==> src/rtl/isa_pipe_tracker_pkg.sv <==
// Shared types and helpers for the shadow-pipeline tracker.
// Record types are sized for the default RV12 configuration that checkers bind against.
package isa_trk_pkg;

    localparam int XLEN_D  = 32;
    localparam int ILEN_D  = 32;
    localparam int SEQ_W_D = 16;

    typedef struct packed {
        logic              valid;
        logic [XLEN_D-1:0] pc;
        logic [ILEN_D-1:0] insn;
    } stage_rec_t;

    typedef struct packed {
        logic [XLEN_D-1:0]  pc;
        logic [ILEN_D-1:0]  insn;
        logic [SEQ_W_D-1:0] seq;
    } retire_rec_t;

    // Low two PC bits kept on capture: bit 1 survives only with compressed instructions.
    function automatic logic [1:0] pc_low_mask(input bit c_ext);
        return c_ext ? 2'b10 : 2'b00;
    endfunction

endpackage

==> src/rtl/isa_pipe_tracker_if.sv <==
// Bundle between the core-side driver and the tracker: fetch/stall/flush in,
// retire stream and per-stage shadow state out.
interface isa_pipe_tracker_if #(
    parameter int XLEN   = 32,
    parameter int ILEN   = 32,
    parameter int STAGES = 6,
    parameter int SEQ_W  = 16
);
    logic                     fetch_valid_i;
    logic [XLEN-1:0]          fetch_pc_i;
    logic [ILEN-1:0]          fetch_insn_i;
    logic [STAGES-1:0]        stall_i;
    logic [STAGES-1:0]        flush_i;
    logic                     retire_ready_i;
    logic                     retire_valid_o;
    logic [XLEN-1:0]          retire_pc_o;
    logic [ILEN-1:0]          retire_insn_o;
    logic [SEQ_W-1:0]         retire_seq_o;
    logic [STAGES-1:0]        stage_valid_o;
    logic [STAGES*XLEN-1:0]   stage_pc_o;
    logic [STAGES*ILEN-1:0]   stage_insn_o;
    logic                     overflow_o;

    modport master (
        output fetch_valid_i, fetch_pc_i, fetch_insn_i, stall_i, flush_i, retire_ready_i,
        input  retire_valid_o, retire_pc_o, retire_insn_o, retire_seq_o,
               stage_valid_o, stage_pc_o, stage_insn_o, overflow_o
    );

    modport slave (
        input  fetch_valid_i, fetch_pc_i, fetch_insn_i, stall_i, flush_i, retire_ready_i,
        output retire_valid_o, retire_pc_o, retire_insn_o, retire_seq_o,
               stage_valid_o, stage_pc_o, stage_insn_o, overflow_o
    );
endinterface

==> src/rtl/isa_pipe_tracker_fifo.sv <==
// Retire queue: circular buffer with occupancy counter and a registered head word.
// A push into an empty queue is visible at the head right after the same edge.
module isa_trk_fifo #(
    parameter int               DEPTH = 4,
    parameter int               WIDTH = 8,
    parameter logic [WIDTH-1:0] INIT  = '0
) (
    input  logic             clk,
    input  logic             rst_n,
    input  logic             push,
    input  logic [WIDTH-1:0] push_data,
    input  logic             pop,
    output logic             full,
    output logic             empty,
    output logic [WIDTH-1:0] head
);
    localparam int AW = $clog2(DEPTH);
    localparam logic [AW:0] DEPTH_C = (AW+1)'(DEPTH);
    localparam logic [AW:0] ONE_C   = (AW+1)'(1);

    logic [WIDTH-1:0] mem [DEPTH];
    logic [AW-1:0]    rd_ptr, wr_ptr;
    logic [AW:0]      count;
    logic             do_push, do_pop;

    assign empty   = (count == '0);
    assign full    = (count == DEPTH_C);
    assign do_pop  = pop & ~empty;
    assign do_push = push & (~full | do_pop);

    always_ff @(posedge clk) begin
        if (do_push) mem[wr_ptr] <= push_data;
    end

    always_ff @(posedge clk or negedge rst_n) begin
        if (!rst_n) begin
            rd_ptr <= '0;
            wr_ptr <= '0;
            count  <= '0;
            head   <= INIT;
        end else begin
            if (do_push) wr_ptr <= wr_ptr + 1'b1;
            if (do_pop)  rd_ptr <= rd_ptr + 1'b1;
            case ({do_push, do_pop})
                2'b10:   count <= count + ONE_C;
                2'b01:   count <= count - ONE_C;
                default: count <= count;
            endcase
            // The incoming word becomes the head only if nothing older remains behind it.
            if (do_push && (empty || (do_pop && count == ONE_C)))
                head <= push_data;
            else if (do_pop && count > ONE_C)
                head <= mem[rd_ptr + 1'b1];
        end
    end
endmodule

==> src/rtl/isa_pipe_tracker.sv <==
// Shadow pipeline for RV12 checkers: tracks valid/pc/insn per stage under the core's
// stall and flush vectors and emits a sequence-numbered retirement stream.
module isa_pipe_tracker
    import isa_trk_pkg::*;
#(
    parameter int              XLEN     = 32,
    parameter int              ILEN     = 32,
    parameter int              STAGES   = 6,
    parameter logic [XLEN-1:0] PC_INIT  = 32'h200,
    parameter logic [ILEN-1:0] NOP      = 32'h13,
    parameter int              C_EXT    = 0,
    parameter int              SEQ_W    = 16,
    parameter int              RQ_DEPTH = 4
) (
    input logic                clk,
    input logic                rst_n,
    isa_pipe_tracker_if.slave  trk
);
    localparam int RW = XLEN + ILEN + SEQ_W;

    typedef struct packed {
        logic            valid;
        logic [XLEN-1:0] pc;
        logic [ILEN-1:0] insn;
    } stg_t;

    stg_t              stg_q [STAGES];
    logic [STAGES-1:0] hold;
    logic [XLEN-1:0]   fetch_pc_al;
    logic [SEQ_W-1:0]  seq_cnt;
    logic              retire_push, rq_pop, rq_full, rq_empty, ovf_q;
    logic [RW-1:0]     rq_head;

    assign fetch_pc_al = trk.fetch_pc_i & {{(XLEN-2){1'b1}}, pc_low_mask(C_EXT != 0)};

    // A stalled stage freezes itself and everything younger.
    for (genvar s = 0; s < STAGES; s++) begin : g_hold
        assign hold[s] = |trk.stall_i[STAGES-1:s];
    end

    always_ff @(posedge clk or negedge rst_n) begin
        if (!rst_n) begin
            for (int s = 0; s < STAGES; s++)
                stg_q[s] <= '{valid: 1'b0, pc: PC_INIT, insn: NOP};
        end else begin
            if (!hold[0])
                stg_q[0] <= '{valid: trk.fetch_valid_i, pc: fetch_pc_al, insn: trk.fetch_insn_i};
            if (trk.flush_i[0])
                stg_q[0].valid <= 1'b0;
            for (int s = 1; s < STAGES; s++) begin
                if (!hold[s]) begin
                    if (!hold[s-1]) stg_q[s] <= stg_q[s-1];
                    else            stg_q[s].valid <= 1'b0;
                end
                if (trk.flush_i[s])
                    stg_q[s].valid <= 1'b0;
            end
        end
    end

    for (genvar s = 0; s < STAGES; s++) begin : g_out
        assign trk.stage_valid_o[s]                = stg_q[s].valid;
        assign trk.stage_pc_o[s*XLEN +: XLEN]      = stg_q[s].pc;
        assign trk.stage_insn_o[s*ILEN +: ILEN]    = stg_q[s].insn;
    end

    // A last-stage flush does not cancel this: the leaving instruction has completed.
    assign retire_push = stg_q[STAGES-1].valid & ~hold[STAGES-1];
    assign rq_pop      = ~rq_empty & trk.retire_ready_i;

    always_ff @(posedge clk or negedge rst_n) begin
        if (!rst_n) begin
            seq_cnt <= '0;
            ovf_q   <= 1'b0;
        end else begin
            if (retire_push)
                seq_cnt <= seq_cnt + 1'b1;
            if (retire_push && rq_full && !rq_pop)
                ovf_q <= 1'b1;
        end
    end

    isa_trk_fifo #(
        .DEPTH (RQ_DEPTH),
        .WIDTH (RW),
        .INIT  ({PC_INIT, NOP, {SEQ_W{1'b0}}})
    ) u_rq (
        .clk       (clk),
        .rst_n     (rst_n),
        .push      (retire_push),
        .push_data ({stg_q[STAGES-1].pc, stg_q[STAGES-1].insn, seq_cnt}),
        .pop       (rq_pop),
        .full      (rq_full),
        .empty     (rq_empty),
        .head      (rq_head)
    );

    assign trk.retire_valid_o = ~rq_empty;
    assign {trk.retire_pc_o, trk.retire_insn_o, trk.retire_seq_o} = rq_head;
    assign trk.overflow_o     = ovf_q;
endmodule

==> src/flat_wrapper.sv <==
// flat-port wrapper written by rule: the top's interface ports become plain ports
module isa_pipe_tracker_flat import isa_trk_pkg::*;
#(
    parameter int              XLEN     = 32,
    parameter int              ILEN     = 32,
    parameter int              STAGES   = 6,
    parameter logic [XLEN-1:0] PC_INIT  = 32'h200,
    parameter logic [ILEN-1:0] NOP      = 32'h13,
    parameter int              C_EXT    = 0,
    parameter int              SEQ_W    = 16,
    parameter int              RQ_DEPTH = 4
)
  (clk, rst_n, trk_fetch_valid_i, trk_fetch_pc_i, trk_fetch_insn_i, trk_stall_i, trk_flush_i, trk_retire_ready_i, trk_retire_valid_o, trk_retire_pc_o, trk_retire_insn_o, trk_retire_seq_o, trk_stage_valid_o, trk_stage_pc_o, trk_stage_insn_o, trk_overflow_o);
  isa_pipe_tracker_if #(.XLEN(XLEN), .ILEN(ILEN), .STAGES(STAGES), .SEQ_W(SEQ_W)) trk_i ();
  input logic clk;
  input logic rst_n;
  input wire logic [$bits(trk_i.fetch_valid_i)-1:0] trk_fetch_valid_i;
  input wire logic [$bits(trk_i.fetch_pc_i)-1:0] trk_fetch_pc_i;
  input wire logic [$bits(trk_i.fetch_insn_i)-1:0] trk_fetch_insn_i;
  input wire logic [$bits(trk_i.stall_i)-1:0] trk_stall_i;
  input wire logic [$bits(trk_i.flush_i)-1:0] trk_flush_i;
  input wire logic [$bits(trk_i.retire_ready_i)-1:0] trk_retire_ready_i;
  output wire logic [$bits(trk_i.retire_valid_o)-1:0] trk_retire_valid_o;
  output wire logic [$bits(trk_i.retire_pc_o)-1:0] trk_retire_pc_o;
  output wire logic [$bits(trk_i.retire_insn_o)-1:0] trk_retire_insn_o;
  output wire logic [$bits(trk_i.retire_seq_o)-1:0] trk_retire_seq_o;
  output wire logic [$bits(trk_i.stage_valid_o)-1:0] trk_stage_valid_o;
  output wire logic [$bits(trk_i.stage_pc_o)-1:0] trk_stage_pc_o;
  output wire logic [$bits(trk_i.stage_insn_o)-1:0] trk_stage_insn_o;
  output wire logic [$bits(trk_i.overflow_o)-1:0] trk_overflow_o;
  assign trk_i.fetch_valid_i = trk_fetch_valid_i;
  assign trk_i.fetch_pc_i = trk_fetch_pc_i;
  assign trk_i.fetch_insn_i = trk_fetch_insn_i;
  assign trk_i.stall_i = trk_stall_i;
  assign trk_i.flush_i = trk_flush_i;
  assign trk_i.retire_ready_i = trk_retire_ready_i;
  assign trk_retire_valid_o = trk_i.retire_valid_o;
  assign trk_retire_pc_o = trk_i.retire_pc_o;
  assign trk_retire_insn_o = trk_i.retire_insn_o;
  assign trk_retire_seq_o = trk_i.retire_seq_o;
  assign trk_stage_valid_o = trk_i.stage_valid_o;
  assign trk_stage_pc_o = trk_i.stage_pc_o;
  assign trk_stage_insn_o = trk_i.stage_insn_o;
  assign trk_overflow_o = trk_i.overflow_o;
  isa_pipe_tracker #(.XLEN(XLEN), .ILEN(ILEN), .STAGES(STAGES), .PC_INIT(PC_INIT), .NOP(NOP), .C_EXT(C_EXT), .SEQ_W(SEQ_W), .RQ_DEPTH(RQ_DEPTH)) u_core (.clk(clk), .rst_n(rst_n), .trk(trk_i));
endmodule
==> config.mk <==
export PLATFORM = sky130hd
export DESIGN_NAME = isa_pipe_tracker_flat
export DESIGN_NICKNAME = d
export VERILOG_FILES = /design/src/rtl/isa_pipe_tracker_pkg.sv /design/src/rtl/isa_pipe_tracker_if.sv /design/src/rtl/isa_pipe_tracker_fifo.sv /design/src/rtl/isa_pipe_tracker.sv /design/src/flat_wrapper.sv
export SDC_FILE = /design/constraint.sdc
export NUM_CORES = 1
export LEC_CHECK = 0
export CAP_MARGIN = 5
export CORE_MARGIN = 3
export CORE_UTILIZATION = 30
export DETAILED_ROUTE_END_ITERATION = 6
export PLACE_DENSITY = 0.62
export SLEW_MARGIN = 30
export SYNTH_ARGS = -nofsm -noshare
export SYNTH_HDL_FRONTEND = slang
export SYNTH_SLANG_ARGS = --single-unit
==> constraint.sdc <==
create_clock -name clk -period 3.75 [get_ports clk]
set_clock_uncertainty 0.1 [all_clocks]
set_input_delay 0.75 -clock clk [delete_from_list [all_inputs] [get_ports clk]]
set_output_delay 0.75 -clock clk [all_outputs]
set_load 0.03 [all_outputs]
==> summary.txt, run 1 <==
status: finished clean
core area: 99140 sq um
CTS tree: built
largest net degree at the start of global routing: 85
Post-DP HPWL: 60870 um
TritonCTS Buffers: 86
setup_tns: 0 ns
FF/Latch Area: 21420 sq um
Synth async-reset ratio: 60.61%
final hold slack: 0.06971 ns
Placed Cells incl. Taps: 3606
Filler Cell Count: 8966
post-synthesis sequential area ratio: 70.81%
cell taking the most area after synthesis: dfrtp_1
die area: 104700 sq um
synth unique cells: 41
synth cell count leaders: 452 x dfrtp_1, 312 x edfxtp_1, 261 x mux2_2
area of the multi-input gates: 8071 sq um
flops & latches, synth: 792
Hold Vio Cnt, Final: 0
worst rel slew slack: 38.53%
Synth Instances: 1835
Post-Syn Area: 30250 sq um
Post-CTS Setup Inserts: 0
setup ws final: 0.2825 ns
Place WS: 0.3703 ns
I/O Buffers: 535
type of destination of the critical path: output pin
number of setup violations in the final report: 0
top post-synthesis cells by area: dfrtp_1 37%, edfxtp_1 31%, mux2_2 9.7%
main flop type after synthesis: dfrtp_1
vias in the first global route: 19160
nets: 2496
Max Transition Viols Final: 0
routed wire length: 87880 um
Initial DRT Pass Iterations: 5
Final min period: 3.468 ns
fin cells: 3767
area grow syn2layout: 33.50%
# DRC: 0
via/cell ratio: 4.778
class of the worst hold path: input pin to async pin
WP data required: 2.90 ns
Synthesis Warnings: 0
cell area power density: 554.0 nW/um^2
latest clock arrival within the worst-skew pair: 0.64 ns
Final Cycle Share: 92.47%
Worst EP arrival: 2.62 ns
CTS resizes: 0
Setup CP Type: register to output pin
WL/cell: 23.33 um
Max-Cap Viols: 0
Startpoint Class: register
row cnt: 115
GR Util All Layers: 16.58%
top-count cell post-synth: dfrtp_1
maximum VDD drop: 0.4630 mV
Hold Buf Count CTS: 0
DR vias: 18000
LEAKAGE: 17.35 nW
EDFF count, synth: 312
# clock sinks: 792
Die Ht: 323.5 um
Root Buffer: clkbuf_16
Worst Path Max Fanout: 9
Die X: 323.5 um
worst-margin pin slew: 0.9220 ns
post-route total power: 0.02237 W
CTS Buffer Depth: 3
# IOs: 552
number of DRC markers in iteration 0: 1180
global-route wire length before repair: 130400 um
antenna violations before repair: 2
H-tree depth: 3
Final ANT Viol Nets: 0
Syn Area/Cell: 16.48 sq um
RSZ-0062 raised after global routing: false
Placer Congestion: 0.8473
layout cells sized above 1: 24.95%
grt ovf: 0
initial cell density of the core: 30.51%
CTS clk-pin slew, worst paths: 0.06 ns
Yosys top cell area share: 37.40%
Max Fclk: 288.4 MHz
flip-flops by register name (all words and copies together) (netlist names):
register	flops
u_core.u_rq.wr_ptr	2
u_core.u_rq.mem	312
u_core.seq_cnt	16
u_core.trk.stage_valid_o	6
u_core.u_rq.rd_ptr	2
u_core.trk.stage_pc_o	180
u_core.u_rq.count	3
u_core.trk.overflow_o	1
u_core.trk.stage_insn_o	192
u_core.u_rq.head	78
metrics by stage:
stage | instance area [sq um] | utilization (%)
4_1_cts | 40370 | 40.72
6_report | 40380 | 40.73
5_1_grt | 40370 | 40.72
3_5_place_dp | 37510 | 37.83
3_3_place_gp | 37510 | 37.83
2_1_floorplan | 30290 | -
layout make-up:
class                      instances  area share [%]
multi-input combinational        855           19.99
timing repair buffer             586           15.05
inverter                          86          0.7995
antenna                            3         0.01859
clock inverter                    32          0.8305
sequential                       792           53.06
tap                             1287           3.988
clock buffer                     126           6.260
cells by family after synthesis:
logic type | Yosys count | share of synthesized area [%]
other | 1 | 0.01240
DFF | 792 | 70.81
buffers and inverters | 201 | 2.912
adders and majority gates | 9 | 0.3723
muxes | 390 | 18.02
and+or+nand+nor | 245 | 3.318
xor gates and xnor gates | 19 | 0.5502
AOI/OAI and AO/OA | 178 | 4.004
final timing paths:
check	slack [ns]	start	cells after the start	to
worst min register to register	0.37	u_core.trk.stage_pc_o[105]	2	u_core.trk.stage_pc_o[105]
worst min-delay path	0.07	rst_n	1	u_core.u_rq.head[15]
worst max-delay path	0.28	u_core.u_rq.count[1]	4	trk_retire_valid_o
worst max register to register	1.02	u_core.u_rq.count[1]	7	u_core.u_rq.head[45]
max in group asynchronous	2.48	rst_n	2	u_core.trk.stage_insn_o[32]
min in group clk	0.37	u_core.trk.stage_pc_o[105]	2	u_core.trk.stage_pc_o[105]
layer usage:
metal  wire (um)  part of all wire [%]  vias up  track usage [%]
met3        5107                   5.8      125            3.681
li1            -                     -     7870                -
met4        2551                   2.9        0            5.682
met2       43110                    49      533            26.91
met5           0                     0        -                0
met1       37120                    42     9469            22.03
layout by cell type (no fill, tap or decap), types with 49 or more instances in the layout:
cell type	Yosys	layout
a32oi_1	78	78
clkbuf_16	0	90
clkdlybuf4s50_1	0	533
dfrtp_1	452	450
edfxtp_1	312	312
inv_1	86	86
mux2_2	261	261
mux2_4	49	49
mux4_2	78	78
nand2_1	199	199
o21ai_0	83	83
worst max-delay path, stage by stage, from the launching register on:
cell and delay, ns:
dfrtp_1 0.46, inv_1 0.14, ha_1 0.34, nand2b_1 0.23
clkdlybuf4s50_1 0.80
where the power goes:
part / switching, W / total [W] / internal, W
clock: 0.00344 / 0.00853 / 0.00509
combinational: 0.00222 / 0.00376 / 0.00154
sequential: 0.000533 / 0.0101 / 0.00955
total: 0.00619 / 0.0224 / 0.0162
Power figures use the tool's default switching activity.
==> run 2, diff against run 1 <==
- SLEW_MARGIN: 30 -> 20
==> results of run 2 <==
Same layout as run 1: the final DEF is identical, and so are final timing and power.
